===== src/rtl/ads1115_scan_ctrl.sv =====
// ADS1115 round-robin scan sequencer on top of a byte-level I2C command/response engine.
// Define ADS_OS_POLL_EN to poll the OS bit instead of waiting a fixed CONV_CYCLES.
module ads1115_scan_ctrl #(
    parameter logic [6:0] I2C_ADDR    = 7'h49,
    parameter logic [2:0] PGA         = 3'b010,
    parameter logic [2:0] DR          = 3'b100,
    parameter int         CONV_CYCLES = 216000,
    parameter int         POLL_MAX    = 16
) (
    input  logic        clk,
    input  logic        rst,
    input  logic        enable,
    input  logic [3:0]  chan_mask,
    output logic        cmd_valid,
    input  logic        cmd_ready,
    output logic [2:0]  cmd_op,
    output logic [7:0]  cmd_data,
    input  logic        rsp_valid,
    input  logic [7:0]  rsp_data,
    input  logic        rsp_nack,
    output logic        result_valid,
    output logic [1:0]  result_chan,
    output logic [15:0] result_data,
    output logic        busy,
    output logic        err_pulse
);
    localparam logic [2:0] S_IDLE      = 3'd0;
    localparam logic [2:0] S_ISSUE     = 3'd1;
    localparam logic [2:0] S_WAIT_RSP  = 3'd2;
    localparam logic [2:0] S_CONV_WAIT = 3'd3;
    localparam logic [2:0] S_PUBLISH   = 3'd4;
    localparam logic [2:0] S_ABORT     = 3'd5;

    localparam logic [2:0] OP_START     = 3'd0;
    localparam logic [2:0] OP_STOP      = 3'd1;
    localparam logic [2:0] OP_WRITE     = 3'd2;
    localparam logic [2:0] OP_READ_ACK  = 3'd3;
    localparam logic [2:0] OP_READ_NACK = 3'd4;

    localparam logic [7:0] ADDR_W  = {I2C_ADDR, 1'b0};
    localparam logic [7:0] ADDR_R  = {I2C_ADDR, 1'b1};
    localparam logic [7:0] CFG_LSB = {DR, 5'b00011};

    // Step numbering: config 0..5, optional poll block, pointer block, read block.
    localparam logic [4:0] A_STOP    = 5'd5;
`ifdef ADS_OS_POLL_EN
    localparam logic [4:0] POLL_BASE = 5'd6;
    localparam logic [4:0] C_BASE    = 5'd15;
    localparam int         PCW       = $clog2(POLL_MAX + 1);
`else
    localparam logic [4:0] C_BASE    = 5'd6;
    localparam int         TW        = $clog2(CONV_CYCLES + 1);
`endif
    localparam logic [4:0] D_BASE    = C_BASE + 5'd4;
    localparam logic [4:0] LAST_STEP = D_BASE + 5'd4;

    logic [2:0]  state_reg;
    logic [4:0]  step_reg;
    logic [1:0]  chan_reg;
    logic [15:0] data_reg;
    logic        cmd_valid_reg;
    logic [2:0]  cmd_op_reg;
    logic [7:0]  cmd_data_reg;
    logic        result_valid_reg;
    logic [1:0]  result_chan_reg;
    logic [15:0] result_data_reg;
    logic        err_pulse_reg;
    logic        abort_sent_reg;
`ifdef ADS_OS_POLL_EN
    logic [PCW-1:0] poll_cnt_reg;
`else
    logic [TW-1:0]  timer_reg;
`endif

    logic [1:0]  next_chan;
    logic [1:0]  cand;
    logic        found;
    logic [10:0] cur_cmd;

    function automatic logic [10:0] step_cmd(input logic [4:0] step, input logic [1:0] ch);
        logic [10:0] r;
        logic [4:0]  idx;
        r   = {OP_STOP, 8'h00};
        idx = 5'd0;
        if (step <= A_STOP) begin
            case (step)
                5'd0:    r = {OP_START, 8'h00};
                5'd1:    r = {OP_WRITE, ADDR_W};
                5'd2:    r = {OP_WRITE, 8'h01};
                5'd3:    r = {OP_WRITE, 1'b1, 1'b1, ch, PGA, 1'b1};
                5'd4:    r = {OP_WRITE, CFG_LSB};
                default: r = {OP_STOP, 8'h00};
            endcase
        end
`ifdef ADS_OS_POLL_EN
        else if (step < C_BASE) begin
            idx = step - POLL_BASE;
            case (idx)
                5'd0:    r = {OP_START, 8'h00};
                5'd1:    r = {OP_WRITE, ADDR_W};
                5'd2:    r = {OP_WRITE, 8'h01};
                5'd4:    r = {OP_START, 8'h00};
                5'd5:    r = {OP_WRITE, ADDR_R};
                5'd6:    r = {OP_READ_ACK, 8'h00};
                5'd7:    r = {OP_READ_NACK, 8'h00};
                default: r = {OP_STOP, 8'h00};
            endcase
        end
`endif
        else if (step < D_BASE) begin
            idx = step - C_BASE;
            case (idx)
                5'd0:    r = {OP_START, 8'h00};
                5'd1:    r = {OP_WRITE, ADDR_W};
                5'd2:    r = {OP_WRITE, 8'h00};
                default: r = {OP_STOP, 8'h00};
            endcase
        end else begin
            idx = step - D_BASE;
            case (idx)
                5'd0:    r = {OP_START, 8'h00};
                5'd1:    r = {OP_WRITE, ADDR_R};
                5'd2:    r = {OP_READ_ACK, 8'h00};
                5'd3:    r = {OP_READ_NACK, 8'h00};
                default: r = {OP_STOP, 8'h00};
            endcase
        end
        return r;
    endfunction

    assign cur_cmd = step_cmd(step_reg, chan_reg);

    // Round-robin: first enabled channel strictly after the last one, wrapping 3 -> 0.
    always_comb begin
        next_chan = chan_reg;
        cand      = 2'd0;
        found     = 1'b0;
        for (int i = 1; i <= 4; i++) begin
            cand = chan_reg + 2'(i);
            if (!found && chan_mask[cand]) begin
                next_chan = cand;
                found     = 1'b1;
            end
        end
    end

    always_ff @(posedge clk) begin
        if (rst) begin
            state_reg        <= S_IDLE;
            step_reg         <= 5'd0;
            chan_reg         <= 2'd3;
            data_reg         <= 16'h0000;
            cmd_valid_reg    <= 1'b0;
            cmd_op_reg       <= 3'd0;
            cmd_data_reg     <= 8'h00;
            result_valid_reg <= 1'b0;
            result_chan_reg  <= 2'd0;
            result_data_reg  <= 16'h0000;
            err_pulse_reg    <= 1'b0;
            abort_sent_reg   <= 1'b0;
`ifdef ADS_OS_POLL_EN
            poll_cnt_reg     <= '0;
`else
            timer_reg        <= '0;
`endif
        end else begin
            result_valid_reg <= 1'b0;
            err_pulse_reg    <= 1'b0;
            case (state_reg)
                S_IDLE: begin
                    if (enable && (chan_mask != 4'd0)) begin
                        chan_reg  <= next_chan;
                        step_reg  <= 5'd0;
                        state_reg <= S_ISSUE;
`ifdef ADS_OS_POLL_EN
                        poll_cnt_reg <= '0;
`endif
                    end
                end
                S_ISSUE: begin
                    if (!cmd_valid_reg) begin
                        cmd_valid_reg <= 1'b1;
                        cmd_op_reg    <= cur_cmd[10:8];
                        cmd_data_reg  <= cur_cmd[7:0];
                    end else if (cmd_ready) begin
                        cmd_valid_reg <= 1'b0;
                        state_reg     <= S_WAIT_RSP;
                    end
                end
                S_WAIT_RSP: begin
                    if (rsp_valid) begin
                        if (cur_cmd[10:8] == OP_WRITE && rsp_nack) begin
                            abort_sent_reg <= 1'b0;
                            state_reg      <= S_ABORT;
                        end else begin
                            if (cur_cmd[10:8] == OP_READ_ACK)  data_reg[15:8] <= rsp_data;
                            if (cur_cmd[10:8] == OP_READ_NACK) data_reg[7:0]  <= rsp_data;
                            if (step_reg == LAST_STEP) begin
                                result_valid_reg <= 1'b1;
                                result_chan_reg  <= chan_reg;
                                result_data_reg  <= data_reg;
                                state_reg        <= S_PUBLISH;
                            end
`ifdef ADS_OS_POLL_EN
                            // data_reg[15] holds OS from this poll's READ_ACK.
                            else if (step_reg == C_BASE - 5'd1) begin
                                if (data_reg[15]) begin
                                    step_reg  <= C_BASE;
                                    state_reg <= S_ISSUE;
                                end else if (poll_cnt_reg == PCW'(POLL_MAX - 1)) begin
                                    err_pulse_reg <= 1'b1;
                                    state_reg     <= S_IDLE;
                                end else begin
                                    poll_cnt_reg <= poll_cnt_reg + PCW'(1);
                                    step_reg     <= POLL_BASE;
                                    state_reg    <= S_ISSUE;
                                end
                            end
`else
                            // Load leaves room for the two cycles of ISSUE entry latency.
                            else if (step_reg == A_STOP) begin
                                timer_reg <= TW'(CONV_CYCLES - 3);
                                step_reg  <= C_BASE;
                                state_reg <= S_CONV_WAIT;
                            end
`endif
                            else begin
                                step_reg  <= step_reg + 5'd1;
                                state_reg <= S_ISSUE;
                            end
                        end
                    end
                end
`ifndef ADS_OS_POLL_EN
                S_CONV_WAIT: begin
                    if (timer_reg == '0) state_reg <= S_ISSUE;
                    else                 timer_reg <= timer_reg - TW'(1);
                end
`endif
                S_PUBLISH: state_reg <= S_IDLE;
                S_ABORT: begin
                    if (!abort_sent_reg) begin
                        if (!cmd_valid_reg) begin
                            cmd_valid_reg <= 1'b1;
                            cmd_op_reg    <= OP_STOP;
                            cmd_data_reg  <= 8'h00;
                        end else if (cmd_ready) begin
                            cmd_valid_reg  <= 1'b0;
                            abort_sent_reg <= 1'b1;
                        end
                    end else if (rsp_valid) begin
                        err_pulse_reg <= 1'b1;
                        state_reg     <= S_IDLE;
                    end
                end
                default: state_reg <= S_IDLE;
            endcase
        end
    end

    assign cmd_valid    = cmd_valid_reg;
    assign cmd_op       = cmd_op_reg;
    assign cmd_data     = cmd_data_reg;
    assign result_valid = result_valid_reg;
    assign result_chan  = result_chan_reg;
    assign result_data  = result_data_reg;
    assign err_pulse    = err_pulse_reg;
    assign busy         = (state_reg != S_IDLE);

endmodule

===== config.mk =====
export PLATFORM = sky130hd
export DESIGN_NAME = ads1115_scan_ctrl
export DESIGN_NICKNAME = d
export VERILOG_FILES = /design/src/rtl/ads1115_scan_ctrl.sv
export SDC_FILE = /design/constraint.sdc
export NUM_CORES = 1
export LEC_CHECK = 0
export CORE_MARGIN = 3
export CORE_UTILIZATION = 56
export DETAILED_ROUTE_END_ITERATION = 16
export GPL_TIMING_DRIVEN = 0
export PLACE_DENSITY = 0.81
export SYNTH_ARGS = -nofsm -noshare
export SYNTH_HDL_FRONTEND = slang
export SYNTH_SLANG_ARGS = --single-unit

===== constraint.sdc =====
create_clock -name clk -period 5 [get_ports clk]
set_input_delay 0.5 -clock clk [delete_from_list [all_inputs] [get_ports clk]]
set_output_delay 0.5 -clock clk [all_outputs]
set_load 0.01 [all_outputs]

==> impl_metrics.json, run 1 <==
{
  "status": "complete, no violations",
  "dp.final_hpwl_um": 6920,
  "synth_area_mm2": 0.00379,
  "ys_async_sr_fraction": 0,
  "io_pins": 51,
  "cts_tree": "built",
  "p_seq_frac": 0.456,
  "combPwrFrac": 0.136,
  "layout-drive-gt1-share": 0.0709,
  "area_growth_pct": 21.6,
  "hp-class": "reg2reg",
  "vias_per_cell": 5.97,
  "port_buffers": 48,
  "ys_warn_count": 0,
  "initial_core_util": 0.586,
  "overflow": 0,
  "arrival_ns": 4.30,
  "powerDensity_mw_per_mm2": 298,
  "core_mm2": 0.00646,
  "htree_num_levels": 3,
  "avgSynthCellArea_um2": 8.51,
  "diodes": 0,
  "clockRootBuffer": "clkbuf_8",
  "std_cell_rows": 29,
  "die_x_um": 88.2,
  "cts_setup_buffers": 0,
  "clkLatencyLatePin_ns": 0.34,
  "drt_iter0_markers": 340,
  "ys_seq_area_frac": 0.397,
  "synth.most_common_cell": "dfxtp_1",
  "ctsResizeCount": 0,
  "synthCells": 445,
  "ys_types": 64,
  "worst_pin_slew_ns": 0.957,
  "critPathKind": "reg2reg",
  "swShare": 0.250,
  "slew-limit-headroom": 0.357,
  "place_inst": 570,
  "synth_edf_count": 0,
  "finalSetupViolCount": 0,
  "grt_usage": 0.257,
  "grt_max_degree": 13,
  "drv_cap": 0,
  "synth_top_area_frac": 0.397,
  "cp-start-kind": "register",
  "synth_ff_type": "dfxtp_1",
  "slew_viol_final": 0,
  "fmax_mhz": 248,
  "fin_crit_sh": 0.808,
  "die_area_mm2": 0.00778,
  "setup_slack_ns": 0.961,
  "ys_seq_elements": 75,
  "cts_buffer_depth": 2,
  "clk_pin_slew_ns": 0.08,
  "synth_fp_nets": 471,
  "p_sw_mw": 0.343,
  "end_kind": "register",
  "yosys-top-cells-count": "75 x dfxtp_1, 66 x nand2_1, 49 x nor2_1",
  "finalHoldViolations": 0,
  "synth_top_area_cell": "dfxtp_1",
  "clock_power_share": 0.408,
  "first_global_vias": 3324,
  "ant_nets": 0,
  "cts_num_sinks": 75,
  "worstPathRequired_ns": 5.26,
  "wl_um": 9790,
  "internal_power_mw": 1.03,
  "drc": 0,
  "cts_buffers": 9,
  "die_h_um": 88.2,
  "vdd.ir_drop.worst_uv": 245,
  "antenna_found_initial": 0,
  "stdcell_count": 585,
  "wire_per_inst_um": 16.7,
  "period_needed_ns": 4.04,
  "num_vias": 3493,
  "tns_ns": 0,
  "yosys-top-cells-area": "dfxtp_1 40%, mux2i_1 11%, nand2_1 6.5%",
  "rsz0062_at_grt": "no",
  "final_nets": 530,
  "worst-path-max-fanout": 10,
  "leakage_nw": 1.63,
  "largest_reg_flops": 18,
  "place_ws_ns": 1.15,
  "firstDrtPassIters": 5,
  "cts_hold_buf": 0,
  "gp_congestion": 0.874,
  "grt_pass1_wl_um": 15800,
  "finClkSkew_ns": 0.00613
}
path summary, 6_finish.rpt:
| path | end | from | cells after the start | slack, ns |
|---|---|---|---|---|
| setup reg to reg | result_data[14] | step_reg[2] | 12 | 0.96 |
| setup / recovery | result_data[14] | step_reg[2] | 12 | 0.96 |
| hold reg to reg | result_data[11] | result_data[11] | 2 | 0.46 |
| hold / removal | result_data[11] | result_data[11] | 2 | 0.46 |
layout by cell type (no fill, tap or decap), drive strengths merged, types with 8 or more instances in the layout:
master / n
nand2: 66
xnor2: 14
buf: 9
nor3: 24
dfxtp: 75
a21oi: 21
clkdlybuf4s50: 48
inv: 12
mux2i: 41
ha: 8
nor2: 49
clkbuf: 28
power by group through the flow:
stage	clock, mW	sequential (mW)	combinational [mW]
6_report	0.561	0.626	0.186
3_3_place_gp	0	0.638	0.179
4_1_cts	0.564	0.625	0.184
2_1_floorplan	0	0.637	0.118
3_5_place_dp	0	0.639	0.183
5_1_grt	0.589	0.628	0.205
cell families (layout without fill, tap and decap cells):
kind of cell / after synthesis / after routing / share of synthesized area
AND/OR/NAND/NOR: 189 / 189 / 0.237
XOR/XNOR: 17 / 17 / 0.0393
other: 1 / 1 / 0.000990
adder cells (fa/ha/maj): 8 / 8 / 0.0264
multiplexers: 41 / 41 / 0.108
flip-flops: 75 / 75 / 0.397
AO/OA/AOI/OAI: 76 / 76 / 0.149
buffers and inverters: 38 / 101 / 0.0423
worst max-delay path, cell delays in order (launching register included):
cell      delay [ns]
dfxtp_1         0.48
buf_2           0.29
inv_1           0.15
ha_1            0.40
nand3b_1        0.10
o31ai_1         0.58
nand2_1         0.18
a41oi_1         0.44
a21o_1          0.24
and4b_1         0.26
buf_4           0.23
buf_2           0.33
mux2i_1         0.25
metrics by stage:
| step | hold WS, ns | util | instance area (um2) | power (mW) |
|---|---|---|---|---|
| after CTS | 0.460 | 0.713 | 4600 | 1.37 |
| after floorplan | 0.437 | - | 3790 | 0.755 |
| after global routing | 0.486 | 0.713 | 4600 | 1.42 |
| final | 0.456 | 0.713 | 4600 | 1.37 |
| after global placement | 0.441 | 0.676 | 4360 | 0.817 |
| after detailed placement | 0.446 | 0.676 | 4360 | 0.822 |
per-layer routing:
layer | vias to the layer above | global-route usage | part of all wire | wire, um
li1 | 1698 | - | - | -
met1 | 1620 | 0.319 | 0.43 | 4190
met2 | 148 | 0.425 | 0.48 | 4690
met3 | 27 | 0.0717 | 0.074 | 729
met4 | 0 | 0.100 | 0.019 | 187
met5 | - | 0 | 0 | 0
area by class of cell:
| type | instances | area [um2] |
|---|---|---|
| multi-input combinational | 332 | 2120 |
| timing repair buffer | 48 | 480 |
| clock inverter | 4 | 98.8 |
| buffer | 26 | 115 |
| tap | 77 | 96.3 |
| sequential | 75 | 1500 |
| clock buffer | 11 | 141 |
| inverter | 12 | 45.0 |
| fill | 522 | 1860 |
Power figures use the tool's default switching activity.
==> run 2: changes to the inputs <==
- CORE_UTILIZATION: 56 -> 55
- PLACE_DENSITY: 0.81 -> 0.8
- clock period: 5 -> 3.8 ns (I/O delays scaled with it)
==> run 2 against run 1 <==
Effect of this change:
- largest cell class unchanged
- setup slack worse by 0.78 ns
- first-iteration DRC count decreased by 0.59%
- hold slack improved by 0.0014 ns
- global-route usage is 0.57 points lower
- largest power group unchanged
- sequential cell count unchanged
- die area is 1.7% higher
- register-to-register slack worse by 0.78 ns
- clock power up 12%
- sequential power grew 32%
- sequential share of layout area decreased by 0.062 points
- wire length down 4.3%
==> impl_metrics.json, run 2 (same netlist as run 1, synthesis figures left out) <==
{
  "tns_ns": 0,
  "register_area_mm2": 0.00150,
  "num_vias": 3468,
  "dp.final_hpwl_um": 6850,
  "worstPathRequired_ns": 4.08,
  "setup_slack_ns": 0.179,
  "ant_nets": 0,
  "core_mm2": 0.00649,
  "port_buffers": 48,
  "clockRootBuffer": "clkbuf_8",
  "cts_buffer_depth": 2,
  "wire_per_inst_um": 16.0,
  "grt_usage": 0.252,
  "worst-path-max-fanout": 10,
  "rsz0062_at_grt": "no",
  "diodes": 0,
  "final_nets": 530,
  "vdd.ir_drop.worst_uv": 205,
  "cp-start-kind": "register",
  "hp-class": "reg2reg",
  "std_cell_rows": 29,
  "initial_core_util": 0.583,
  "area_growth_pct": 21.8,
  "timing.hold.ws_ns": 0.458,
  "slew-limit-headroom": 0.340,
  "final_common_cell": "dfxtp_1",
  "clk_pin_slew_ns": 0.08,
  "clkLatencyLatePin_ns": 0.35,
  "io_pins": 51,
  "firstDrtPassIters": 5,
  "overflow": 0,
  "drc": 0,
  "fin_crit_sh": 0.953,
  "finalHoldViolations": 0,
  "die_area_mm2": 0.00792,
  "die_x_um": 89.0,
  "cts_buffers": 9,
  "htree_num_levels": 3,
  "period_needed_ns": 3.62,
  "grt_pass1_wl_um": 15600,
  "die_h_um": 89.0,
  "leakage_nw": 1.62,
  "largest_reg_flops": 18,
  "mostFrequentLayoutCells": "75 x dfxtp_1, 66 x nand2_1, 48 x nor2_1, 48 x clkdlybuf4s50_1, 41 x mux2i_1",
  "drt_iter0_markers": 338,
  "end_kind": "register",
  "finClkSkew_ns": 0.00786,
  "arrival_ns": 3.90,
  "slew_viol_final": 0,
  "vias_per_cell": 5.92,
  "nFillCells": 519,
  "cts_tree": "built",
  "powerDensity_mw_per_mm2": 369,
  "grt_max_degree": 13,
  "cts_num_sinks": 75,
  "multi_input_area_mm2": 0.00215,
  "cts_hold_buf": 0,
  "first_global_vias": 3298,
  "fmax_mhz": 276,
  "drv_cap": 0,
  "finalSetupViolCount": 0,
  "status": "complete, no violations",
  "critPathKind": "reg2reg",
  "antenna_found_initial": 0,
  "gp_congestion": 0.904,
  "worst_pin_slew_ns": 0.982,
  "place_ws_ns": -0.0335,
  "wl_um": 9370,
  "layout-drive-gt1-share": 0.0747
}
[run 2: stage by stage]
stage,power [mW],instance area (um2),utilization,instances
2_1_floorplan,0.993,3790,-,445
3_3_place_gp,1.07,4360,0.672,570
3_5_place_dp,1.08,4360,0.672,570
4_1_cts,1.71,4570,0.704,586
5_1_grt,1.77,4610,0.710,586
6_report,1.70,4610,0.710,586
[run 2: path summary, 6_finish.rpt]
| kind | from | to | slack, ns | cells past startpoint |
|---|---|---|---|---|
| setup / recovery | step_reg[2] | state_reg[0] | 0.18 | 11 |
| setup reg to reg | step_reg[2] | state_reg[0] | 0.18 | 11 |
| hold reg to reg | cmd_data[7] | cmd_data[7] | 0.46 | 2 |
| hold / removal | cmd_data[7] | cmd_data[7] | 0.46 | 2 |
[run 2: what timing repair did]
item / CTS / global route
buffers inserted: 0 / 1
setup endpoints to repair: 9 / 29
gates resized for setup: 1 / 3
pin swaps: 0 / 1
[run 2: worst max-delay path, stage by stage (launching register included)]
cell and delay, ns:
dfxtp_1 0.52, buf_2 0.30, inv_1 0.14, ha_1 0.37
or4b_1 0.53, nor3_1 0.17, a211o_1 0.18, a41oi_1 0.19
a21o_1 0.29, clkbuf_1 0.26, a2111o_1 0.45, a21oi_2 0.14
[run 2: area by class of cell]
| type | count | area share |
|---|---|---|
| timing repair buffer | 49 | 0.109 |
| sequential | 75 | 0.326 |
| clock inverter | 3 | 0.0100 |
| clock buffer | 13 | 0.0345 |
| inverter | 12 | 0.00977 |
| buffer | 25 | 0.0239 |
| multi-input combinational | 332 | 0.467 |
| tap | 77 | 0.0209 |
[run 2: report_power, final]
group          switching (mW)  internal (mW)  leakage [nW]
logic                   0.144          0.101         0.919
registers              0.0222          0.802         0.605
clock network           0.290          0.341        0.0998
total                   0.456           1.24          1.62
[run 2: layer usage]
metal	global-route usage	wire, um
met4	0.0866	149
met2	0.399	4360
met5	0	0
met3	0.0553	593
met1	0.341	4270
==> run 3: changes to the inputs <==
- CORE_UTILIZATION: 55 -> 50
- PLACE_DENSITY: 0.8 -> 0.86
- clock period: 3.8 -> 3.18 ns (I/O delays scaled with it)
==> run 3 against run 2 <==
Effect of this change:
- core utilization is 6.2 points lower
- non-clock buffer count is 3 higher
- register-to-register slack worse by 0.12 ns
- combinational power is 22% higher
- wire length is 3.8% higher
- final area is 2.4% higher
- hold slack worse by 0.0037 ns
- sequential cell count stayed put
- die area is 9.3% higher
- sequential power is 19% higher
- critical path type unchanged
- largest power group unchanged
==> impl_metrics.json, run 3 (same netlist as run 1, synthesis figures left out) <==
{
  "num_vias": 3540,
  "port_buffers": 48,
  "clkLatencyLatePin_ns": 0.35,
  "drt_iter0_markers": 367,
  "p_sw_mw": 0.584,
  "gp_congestion": 0.908,
  "fmax_mhz": 321,
  "drc": 0,
  "clk_pin_slew_ns": 0.08,
  "tns_ns": 0,
  "swShare": 0.284,
  "ant_nets": 0,
  "arrival_ns": 3.39,
  "cts_num_sinks": 75,
  "core_mm2": 0.00729,
  "period_needed_ns": 3.12,
  "die_area_mm2": 0.00865,
  "hp-class": "reg2reg",
  "slew-limit-headroom": 0.370,
  "htree_num_levels": 3,
  "final_common_cell": "dfxtp_1",
  "place_area_mm2": 0.00439,
  "firstDrtPassIters": 6,
  "combPwrFrac": 0.145,
  "clockRootBuffer": "clkbuf_8",
  "status": "complete, no violations",
  "rsz0062_at_grt": "yes",
  "finalSetupViolCount": 0,
  "crit_chain": "buf_4, inv_1, ha_4, or4b_1, nor3_1, a211o_1, a41oi_2, a21o_1, clkbuf_1, a2111o_1, a21oi_2",
  "finClkSkew_ns": 0.0103,
  "nFillCells": 635,
  "grt_max_degree": 15,
  "wire_per_inst_um": 15.9,
  "slew_viol_final": 0,
  "final_nets": 533,
  "internal_power_mw": 1.47,
  "multi_input_area_mm2": 0.00219,
  "antenna_found_initial": 0,
  "die_x_um": 93.0,
  "layout-drive-gt1-share": 0.0996,
  "r2r_slack_ns": 0.06,
  "crit_path_max_incr_delay_ns": 0.49,
  "cts_buffers": 9,
  "grt_usage": 0.234,
  "cts_tree": "built",
  "std_cell_rows": 31,
  "powerDensity_mw_per_mm2": 435,
  "register_area_mm2": 0.00151,
  "grt_pass1_wl_um": 16400,
  "final_cell_area_mm2": 0.00472,
  "initial_core_util": 0.519,
  "worst-path-max-fanout": 10,
  "fin_crit_sh": 0.981,
  "p_seq_frac": 0.478,
  "io_pins": 51,
  "finalHoldViolations": 0,
  "cp-start-kind": "register",
  "end_kind": "register",
  "total_power_mw": 2.06,
  "area_growth_pct": 24.8,
  "largest_reg_flops": 18,
  "timing.hold.ws_ns": 0.454,
  "die_h_um": 93.0,
  "worstPathRequired_ns": 3.45,
  "diodes": 0,
  "overflow": 0,
  "vdd.ir_drop.worst_uv": 358,
  "wl_um": 9730,
  "vias_per_cell": 5.79,
  "worst_pin_slew_ns": 0.938,
  "first_global_vias": 3430,
  "cts_buffer_depth": 2,
  "leakage_nw": 1.66,
  "slowest_stage": "or4b_1",
  "dp.final_hpwl_um": 6960,
  "drv_cap": 0,
  "critPathKind": "reg2reg",
  "clock_power_share": 0.377,
  "mostFrequentLayoutCells": "72 x dfxtp_1, 65 x nand2_1, 48 x clkdlybuf4s50_1"
}
run 3: changes by cell type in the layout (fill, tap and decap cells not counted), sizes merged:
cell / change
buf: +4
clkbuf: -4
inv: +3
clkinv: +1
clkinvlp: -1
run 3: path summary, 6_finish.rpt:
kind	start	end	depth (start not counted)
worst max register to register	step_reg[2]	state_reg[0]	11
worst min-delay path	cmd_data[7]	cmd_data[7]	2
worst max-delay path	step_reg[2]	state_reg[0]	11
worst min register to register	cmd_data[7]	cmd_data[7]	2
run 3: final cells by class:
class,instances,area share
multi-input cells,332,0.464
flip-flops and latches,75,0.320
repair buffers,51,0.109
clock buffers,10,0.0291
plain buffers,26,0.0278
well taps,99,0.0262
clock inverters,6,0.0148
inverters,12,0.00954
run 3: through the flow:
stage | instances | setup slack [ns] | util
final | 611 | 0.0610 | 0.648
after floorplan | 445 | 0.109 | -
after global routing | 611 | -0.0470 | 0.648
after global placement | 592 | -0.597 | 0.602
after CTS | 610 | 0.0635 | 0.643
after detailed placement | 592 | -0.595 | 0.602
run 3: power by group through the flow:
stage	clock network [mW]	logic, mW	registers (mW)
6_report	0.775	0.298	0.983
3_5_place_dp	0	0.286	1.01
5_1_grt	0.820	0.324	0.986
2_1_floorplan	0	0.185	1.00
3_3_place_gp	0	0.281	1.00
4_1_cts	0.773	0.289	0.983
run 3: routing by layer:
layer	share of wire	track usage
met2	0.47	0.383
met4	0.020	0.0720
met5	0	0
met1	0.44	0.301
met3	0.072	0.0628
run 3: timing repair:
action	in CTS	in global routing
pin swaps	3	2
setup buffers	2	1
setup endpoints to repair	61	42
hold buffers	0	0
gates resized for setup	13	9
run 3: critical path: cells and delay by family (launching register included):
kind                       cells  cell delay (ns)
buffers and inverters          3             0.61
and+or+nand+nor                2             0.63
DFF                            1             0.38
AOI/OAI and AO/OA              5             1.17
adders and majority gates      1             0.25
